<file path="config.mk">
export PLATFORM = sky130hd
export DESIGN_NAME = toeplitz_stream_flat
export DESIGN_NICKNAME = d
export VERILOG_FILES = /design/src/rtl/toeplitz_stream_if.sv /design/src/rtl/toeplitz_stream.sv /design/src/flat_wrapper.sv
export SDC_FILE = /design/constraint.sdc
export NUM_CORES = 2
export LEC_CHECK = 0
export BUFFER_PORTS_ARGS = -buffer_cell sky130_fd_sc_hd__buf_2
export CAP_MARGIN = 10
export CELL_PAD_IN_SITES_DETAIL_PLACEMENT = 0
export CELL_PAD_IN_SITES_GLOBAL_PLACEMENT = 1
export CORE_ASPECT_RATIO = 1.4
export CORE_UTILIZATION = 40
export DETAILED_ROUTE_END_ITERATION = 12
export PLACE_DENSITY = 0.67
export SLEW_MARGIN = 40
export SYNTH_ARGS = -nofsm -noshare
export SYNTH_HDL_FRONTEND = slang
export SYNTH_SLANG_ARGS = --single-unit
export TNS_END_PERCENT = 30
</file>
<file path="constraint.sdc">
create_clock -name clk -period 28.6 [get_ports clk]
set_clock_uncertainty 0.05 [all_clocks]
set_input_delay 1.43 -clock clk [delete_from_list [all_inputs] [get_ports clk]]
set_output_delay 1.43 -clock clk [all_outputs]
set_load 0.005 [all_outputs]
</file>
<file path="src/rtl/toeplitz_stream_if.sv">
// Handshake bundle for toeplitz_stream: seed load, raw-bit input stream and result output.
// TOEPLITZ_STUCK_EN adds the out_stuck sideband next to out_data.
interface toeplitz_stream_if #(
   parameter int unsigned N = 256,
   parameter int unsigned L = 128,
   parameter int unsigned W = 8
);
   logic             seed_load;
   logic [N+L-2:0]   seed_data;
   logic             in_valid;
   logic             in_ready;
   logic [W-1:0]     in_data;
   logic             out_valid;
   logic             out_ready;
   logic [L-1:0]     out_data;
`ifdef TOEPLITZ_STUCK_EN
   logic             out_stuck;
`endif

`ifdef TOEPLITZ_STUCK_EN
   modport master (
      output seed_load, seed_data, in_valid, in_data, out_ready,
      input  in_ready, out_valid, out_data, out_stuck
   );
   modport slave (
      input  seed_load, seed_data, in_valid, in_data, out_ready,
      output in_ready, out_valid, out_data, out_stuck
   );
`else
   modport master (
      output seed_load, seed_data, in_valid, in_data, out_ready,
      input  in_ready, out_valid, out_data
   );
   modport slave (
      input  seed_load, seed_data, in_valid, in_data, out_ready,
      output in_ready, out_valid, out_data
   );
`endif
endinterface

</file>
<file path="src/rtl/toeplitz_stream.sv">
// Streaming Toeplitz extractor: y = T*x over GF(2) per N-bit block, W bits per beat, one-entry output buffer.
// Optional TOEPLITZ_STUCK_EN adds out_stuck (block was all-zero or all-one).
module toeplitz_stream #(
   parameter int unsigned N = 256,
   parameter int unsigned L = 128,
   parameter int unsigned W = 8
) (
   input  logic              clk,
   input  logic              reset,
   toeplitz_stream_if.slave  bus
);

   localparam int unsigned SW    = N + L - 1;
   localparam int unsigned BEATS = N / W;
   localparam int unsigned CW    = (BEATS > 1) ? $clog2(BEATS) : 1;
   localparam logic [CW-1:0] LAST_BEAT = CW'(BEATS - 1);

   typedef enum logic {UNSEEDED, ACCUM} state_t;

   state_t          state;
   logic [SW-1:0]   seed_q;
   logic [SW-1:0]   win_q;
   logic [L-1:0]    acc_q;
   logic [L-1:0]    acc_nxt;
   logic [CW-1:0]   beat_q;
   logic [L-1:0]    out_q;
   logic            out_valid_q;
   logic            last_beat_c;
   logic            in_ready_c;
   logic            beat_fire_c;

   assign last_beat_c = (beat_q == LAST_BEAT);
   assign in_ready_c  = (state == ACCUM) && !bus.seed_load && !(last_beat_c && out_valid_q);
   assign beat_fire_c = bus.in_valid && in_ready_c;

   // in_data[W-1] is the earliest bit; bit k selects the window slice starting at W-1-k.
   always_comb begin
      acc_nxt = acc_q;
      for (int unsigned k = 0; k < W; k++) begin
         if (bus.in_data[k]) begin
            acc_nxt = acc_nxt ^ win_q[W-1-k +: L];
         end
      end
   end

   // Seed copy and sliding window; contents are don't-care until the first load.
   always_ff @(posedge clk) begin
      if (bus.seed_load) begin
         seed_q <= bus.seed_data;
         win_q  <= bus.seed_data;
      end else if (beat_fire_c) begin
         win_q  <= last_beat_c ? seed_q : (win_q >> W);
      end
   end

`ifdef TOEPLITZ_STUCK_EN
   logic all0_q;
   logic all1_q;
   logic all0_c;
   logic all1_c;
   logic stuck_q;

   assign all0_c = all0_q && (bus.in_data == '0);
   assign all1_c = all1_q && (&bus.in_data);

   // Running all-zero / all-one flags, restarted with every block and on seed load.
   always_ff @(posedge clk) begin
      if (!reset) begin
         all0_q  <= 1'b1;
         all1_q  <= 1'b1;
         stuck_q <= 1'b0;
      end else if (bus.seed_load) begin
         all0_q  <= 1'b1;
         all1_q  <= 1'b1;
      end else if (beat_fire_c) begin
         if (last_beat_c) begin
            all0_q  <= 1'b1;
            all1_q  <= 1'b1;
            stuck_q <= all0_c || all1_c;
         end else begin
            all0_q  <= all0_c;
            all1_q  <= all1_c;
         end
      end
   end

   assign bus.out_stuck = stuck_q;
`endif

   // Control FSM, accumulator, beat counter and output buffer.
   always_ff @(posedge clk) begin
      if (!reset) begin
         state       <= UNSEEDED;
         acc_q       <= '0;
         beat_q      <= '0;
         out_q       <= '0;
         out_valid_q <= 1'b0;
      end else begin
         if (out_valid_q && bus.out_ready) begin
            out_valid_q <= 1'b0;
         end
         if (bus.seed_load) begin
            state  <= ACCUM;
            acc_q  <= '0;
            beat_q <= '0;
         end else if (beat_fire_c) begin
            if (last_beat_c) begin
               acc_q       <= '0;
               beat_q      <= '0;
               out_q       <= acc_nxt;
               out_valid_q <= 1'b1;
            end else begin
               acc_q  <= acc_nxt;
               beat_q <= beat_q + CW'(1);
            end
         end
      end
   end

   assign bus.in_ready  = in_ready_c;
   assign bus.out_valid = out_valid_q;
   assign bus.out_data  = out_q;

endmodule

</file>
<file path="src/flat_wrapper.sv">
// flat-port wrapper written by rule: the top's interface ports become plain ports
module toeplitz_stream_flat 
#(
   parameter int unsigned N = 256,
   parameter int unsigned L = 128,
   parameter int unsigned W = 8
)
  (clk, reset, bus_seed_load, bus_seed_data, bus_in_valid, bus_in_data, bus_out_ready, bus_in_ready, bus_out_valid, bus_out_data);
  toeplitz_stream_if #(.N(N), .L(L), .W(W)) bus_i ();
  input  logic clk;
  input  logic reset;
  input wire logic [$bits(bus_i.seed_load)-1:0] bus_seed_load;
  input wire logic [$bits(bus_i.seed_data)-1:0] bus_seed_data;
  input wire logic [$bits(bus_i.in_valid)-1:0] bus_in_valid;
  input wire logic [$bits(bus_i.in_data)-1:0] bus_in_data;
  input wire logic [$bits(bus_i.out_ready)-1:0] bus_out_ready;
  output wire logic [$bits(bus_i.in_ready)-1:0] bus_in_ready;
  output wire logic [$bits(bus_i.out_valid)-1:0] bus_out_valid;
  output wire logic [$bits(bus_i.out_data)-1:0] bus_out_data;
  assign bus_i.seed_load = bus_seed_load;
  assign bus_i.seed_data = bus_seed_data;
  assign bus_i.in_valid = bus_in_valid;
  assign bus_i.in_data = bus_in_data;
  assign bus_i.out_ready = bus_out_ready;
  assign bus_in_ready = bus_i.in_ready;
  assign bus_out_valid = bus_i.out_valid;
  assign bus_out_data = bus_i.out_data;
  toeplitz_stream #(.N(N), .L(L), .W(W)) u_core (.clk(clk), .reset(reset), .bus(bus_i));
endmodule
</file>
# Word level (Yosys, flattened, before mapping)
# Index checks and enable logic that the tools add are counted.
totals:
  regBits: 1029
  in_bits: 396
  output_inout_bits: 130
  elab_cells: 46
classes:
  add_sub_neg: 1
  eq_ne: 1
  muxes: 17
  bitwise: 10
  n_reduce_logical: 10
op_table:
  columns: ["op", "n"]
  rows:
  - ["2-to-1 mux 128 bit", 9]
  - ["2-to-1 mux 383 bit", 3]
  - ["bitwise XOR 128 bit", 8]
  - ["adder 5 x 1 -> 5 bit (second input constant)", 1]
  - ["equality test 5 bit (second input constant)", 1]
  - ["logical AND 1 bit", 5]
  - ["2-to-1 mux 5 bit", 1]
  - ["2-to-1 mux 1 bit", 4]
  - ["AND reduction 3 bit", 1]
  - ["zero test 1 bit", 2]
  - ["inverter 1 bit", 2]
  - ["nonzero test 2 bit", 1]
  - ["OR reduction 2 bit", 1]

# Depth between registers and ports, before layout
depth:
  depth_word: 17
  depth_mapped: 11
  ltp_nobuf: 8

# Worst setup path after synthesis
# Ideal clock, no wire load.
synth_path:
  path_type: "input to register"
  from: "input port bus_seed_load"
  to: "register u_core.win_q[0], enable pin"
  setup_ps: 816
  arrival_ps: 11536
  required_ps: 27734
  slack_ps: 16199
  stages: 5
  n_path_buf: 4
  path_cell_list: "buf_2 -> clkbuf_1 -> clkbuf_1 -> clkbuf_1 -> nand2b_1"
synth_via:
  elab_chain_len: 5
synth_rtl:
  columns: ["element", "line_no", "source"]
  rows:
  - ["start, declared", "flat_wrapper.sv:12", "input wire logic [$bits(bus_i.seed_load)-1:0] bus_seed_load;"]
  - ["zero test 1 bit", "toeplitz_stream.sv:33", "assign in_ready_c = (state == ACCUM) && !bus.seed_load && !(last_beat_c && out_valid_q);"]
  - ["logical AND 1 bit (2 in series)", "toeplitz_stream.sv:33", null]
  - ["logical AND 1 bit", "toeplitz_stream.sv:34", "assign beat_fire_c = bus.in_valid && in_ready_c;"]
  - ["nonzero test 2 bit (no source line) (*)", null, null]
  - ["end signal, assigned", "toeplitz_stream.sv:50", "win_q <= bus.seed_data;"]
  - ["end signal, assigned", "toeplitz_stream.sv:52", "win_q <= last_beat_c ? seed_q : (win_q >> W);"]
  - ["end, declared", "toeplitz_stream.sv:22", "logic [SW-1:0] win_q;"]
# Every way passes the cells marked *; elsewhere a longest branch is shown, timed or not.
# A chain may end at the register's enable or synchronous reset.

# Final worst setup path
layout_path:
  from: "input port bus_seed_load"
  to: "register u_core.win_q[379], data pin"
layout_via:
  elab_chain_len: 1
layout_rtl:
  columns: ["element", "line_no", "source"]
  rows:
  - ["2-to-1 mux 383 bit", "toeplitz_stream.sv:48", "if (bus.seed_load) begin"]
# No other way between the ends.

==> reports/metrics.csv <==
metric,value,unit
RSZ-0062 raised after global routing,false,
VDD IR-drop max,0.05283,mV
pwr dens,63.17,nW/um^2
placed insts,6709,
worst path required time,29.04,ns
grt ovf,0,
Post-Synthesis Cells,4793,
TritonRoute pass-1 iters,5,
cts hold-fix bufs,0,
#FFs+latches synth,1029,
Final Max Slew Viols,0,
static leakage,22.93,nW
FILL cells,12300,
initial antenna violation count,79,
headroom to the max-slew limit,38.31,%
DRC viols,0,
clk slew on worst S/H paths,0.06,ns
Util after Layout,45.44,%
starting density of the core,40.23,%
Final setup viols,0,
Max Cap Violations,0,
total CTS buffers,106,
Syn Nets,5191,
routed wire length per instance,21.08,um
final hold violations,0,
postcts setup bufs,0,
GRT Total Usage,21.56,%
outcome,"finished, final reports clean",
drt total wl,146000,um
Setup TNS Final,0,ns
largest net degree at the start of global routing,129,
nets,5455,
port bufs,525,
f_max,204.1,MHz
Main synth FF type,edfxtp_1,
CTS tree,done,
Post-synth EDFFs,766,
first-pass GRT wire length,218300,um
ys async rst share,0,%
vias in the first global route,34730,
synth warn,0,
crit-path max FO,118,
core box area,132300,um^2
Area Overhead vs Synth,12.98,%
FF/Latch Area,28270,um^2
Root Driver,clkbuf_16,
Skew-Pair Late Insertion Delay,0.74,ns
worst setup path class,in -> reg,
DIE HEIGHT,433.5,um
CP Launch Type,input pin,
crit share post-route,17.13,%
Final HPWL DP,92260,um
Critical Path End Type,flip-flop,
via/cell ratio,5.024,
CTS max path bufs,3,
clock sinks,1029,
Core Rows,158,
Hold Path Class,reg -> reg,
1st-iter DRT viols,2391,
via count,34790,
CTS resizes,0,
worst slew pin tran,0.9253,ns
Netlist cell types,31,
area of the mapped netlist,53200,um^2
worst path arrival time,5.34,ns
die width,310.2,um
Period minus WS final,4.899,ns
GP Congestion,0.7686,
Post-DRT Antenna Nets,0,
H-Tree Depth,3,
Syn Area/Cell,11.10,um^2
layout cells sized above 1,14.24,%
IO Count,526,
die area,134500,um^2
"non-filler cells, final",6926,
footprint of the multi-input gates,23070,um^2
part of the Yosys area used for sequential elements,53.13,%
## power by group
group / total (mW) / internal [mW] / switching, mW
logic: 0.617 / 0.294 / 0.323
clock network: 1.38 / 0.765 / 0.613
registers: 1.80 / 1.72 / 0.0832
## cell families (layout without fill, tap and decap cells)
| kind of cell | after synthesis | count (layout) | synth area share (%) |
|---|---|---|---|
| AOI/OAI and AO/OA | 649 | 649 | 7.980 |
| other | 0 | 20 | 0 |
| muxes | 375 | 375 | 7.056 |
| adders and majority gates | 2 | 2 | 0.04703 |
| DFF | 1029 | 1029 | 53.13 |
| and+or+nand+nor | 1423 | 1423 | 10.14 |
| xor gates and xnor gates | 896 | 896 | 18.06 |
| buffers and inverters | 419 | 772 | 3.582 |
## synth_stat cells (2+ instances only)
cell	n	area, um^2
xor2_1	128	1121
mux2i_1	375	3754
edfxtp_1	766	23000
xnor3_1	128	2883
buf_4	20	150.1
ha_1	2	25.02
a22o_1	264	2312
buf_1	34	127.6
buf_2	128	640.6
dfxtp_1	263	5265
and3_1	2	12.51
o21ai_0	377	1887
clkbuf_1	224	840.8
nor2_1	3	11.26
nand2b_1	3	18.77
nand2_1	1405	5274
buf_6	13	146.4
xnor2_1	640	5605
nor3_1	2	10.01
a21oi_1	5	25.02
## flip-flops by register name, indices dropped and copies added, names as in the netlist
name and count:
u_core.acc_q 128, u_core.beat_q 5, u_core.bus.out_data 128, u_core.bus.out_valid 1, u_core.seed_q 383, u_core.state 1, u_core.win_q 383
## per-stage QoR
| stage | worst slack, ns | instance area, um^2 | power [mW] | hold slack, ns |
|---|---|---|---|---|
| floorplan | 16.20 | 53200 | 2.281 | 0.3906 |
| global placement | 22.53 | 56560 | 2.449 | 0.4068 |
| detailed placement | 22.68 | 56660 | 2.461 | 0.4104 |
| CTS | 23.50 | 60030 | 3.849 | 0.4257 |
| global route | 23.35 | 60080 | 3.957 | 0.4315 |
| finish | 23.70 | 60100 | 3.796 | 0.4210 |
## final cells by class
class / instances / share of cell area [%]
clock buffers: 136 / 4.721
well taps: 1760 / 3.664
diodes: 20 / 0.08327
repair buffers: 575 / 5.229
multi-input cells: 3345 / 38.38
flip-flops and latches: 1029 / 47.03
clock inverters: 61 / 0.8910
## cells in the final DEF, fill, tap and decap left out, types with 2 or more instances in the layout
cell / count
clkbuf_16: 108
buf_2: 516
dfxtp_1: 263
buf_6: 16
o21ai_0: 377
nor2_1: 2
clkinv_1: 21
a22o_1: 264
mux2i_1: 375
xor2_1: 128
clkinv_8: 3
nand2b_1: 2
buf_12: 4
clkinv_2: 17
bufinv_16: 7
edfxtp_1: 766
xnor2_1: 640
nand2_1: 1405
a21oi_1: 5
clkbuf_1: 25
diode_2: 20
clkinvlp_4: 10
clkbuf_8: 3
buf_4: 38
xnor3_1: 128
## worst paths after layout
kind | start | to | slack, ns | depth (start not counted)
min | u_core.bus.out_data[111] | u_core.bus.out_data[111] | 0.42 | 1
max reg2reg | u_core.beat_q[0] | u_core.win_q[379] | 24.10 | 8
min reg2reg | u_core.bus.out_data[111] | u_core.bus.out_data[111] | 0.42 | 1
max | bus_seed_load | u_core.win_q[379] | 23.70 | 7
## metal layers
layer | wire length (um) | GRT usage [%] | share of wire (%) | up-vias
met4 | 4109 | 7.357 | 2.8 | 118
met1 | 60180 | 26.47 | 41 | 16640
li1 | - | - | - | 16900
met2 | 68910 | 35.17 | 47 | 850
met5 | 743 | 0 | 0.51 | -
met3 | 12060 | 7.288 | 8.3 | 283
## critical path, stage by stage
cell and delay, ns:
buf_8 0.47, buf_4 0.68, buf_6 0.61, buf_4 0.73, buf_6 0.61, nor2b_1 0.30, a22o_1 0.26
Note: power is estimated with default switching activity, not from simulation.
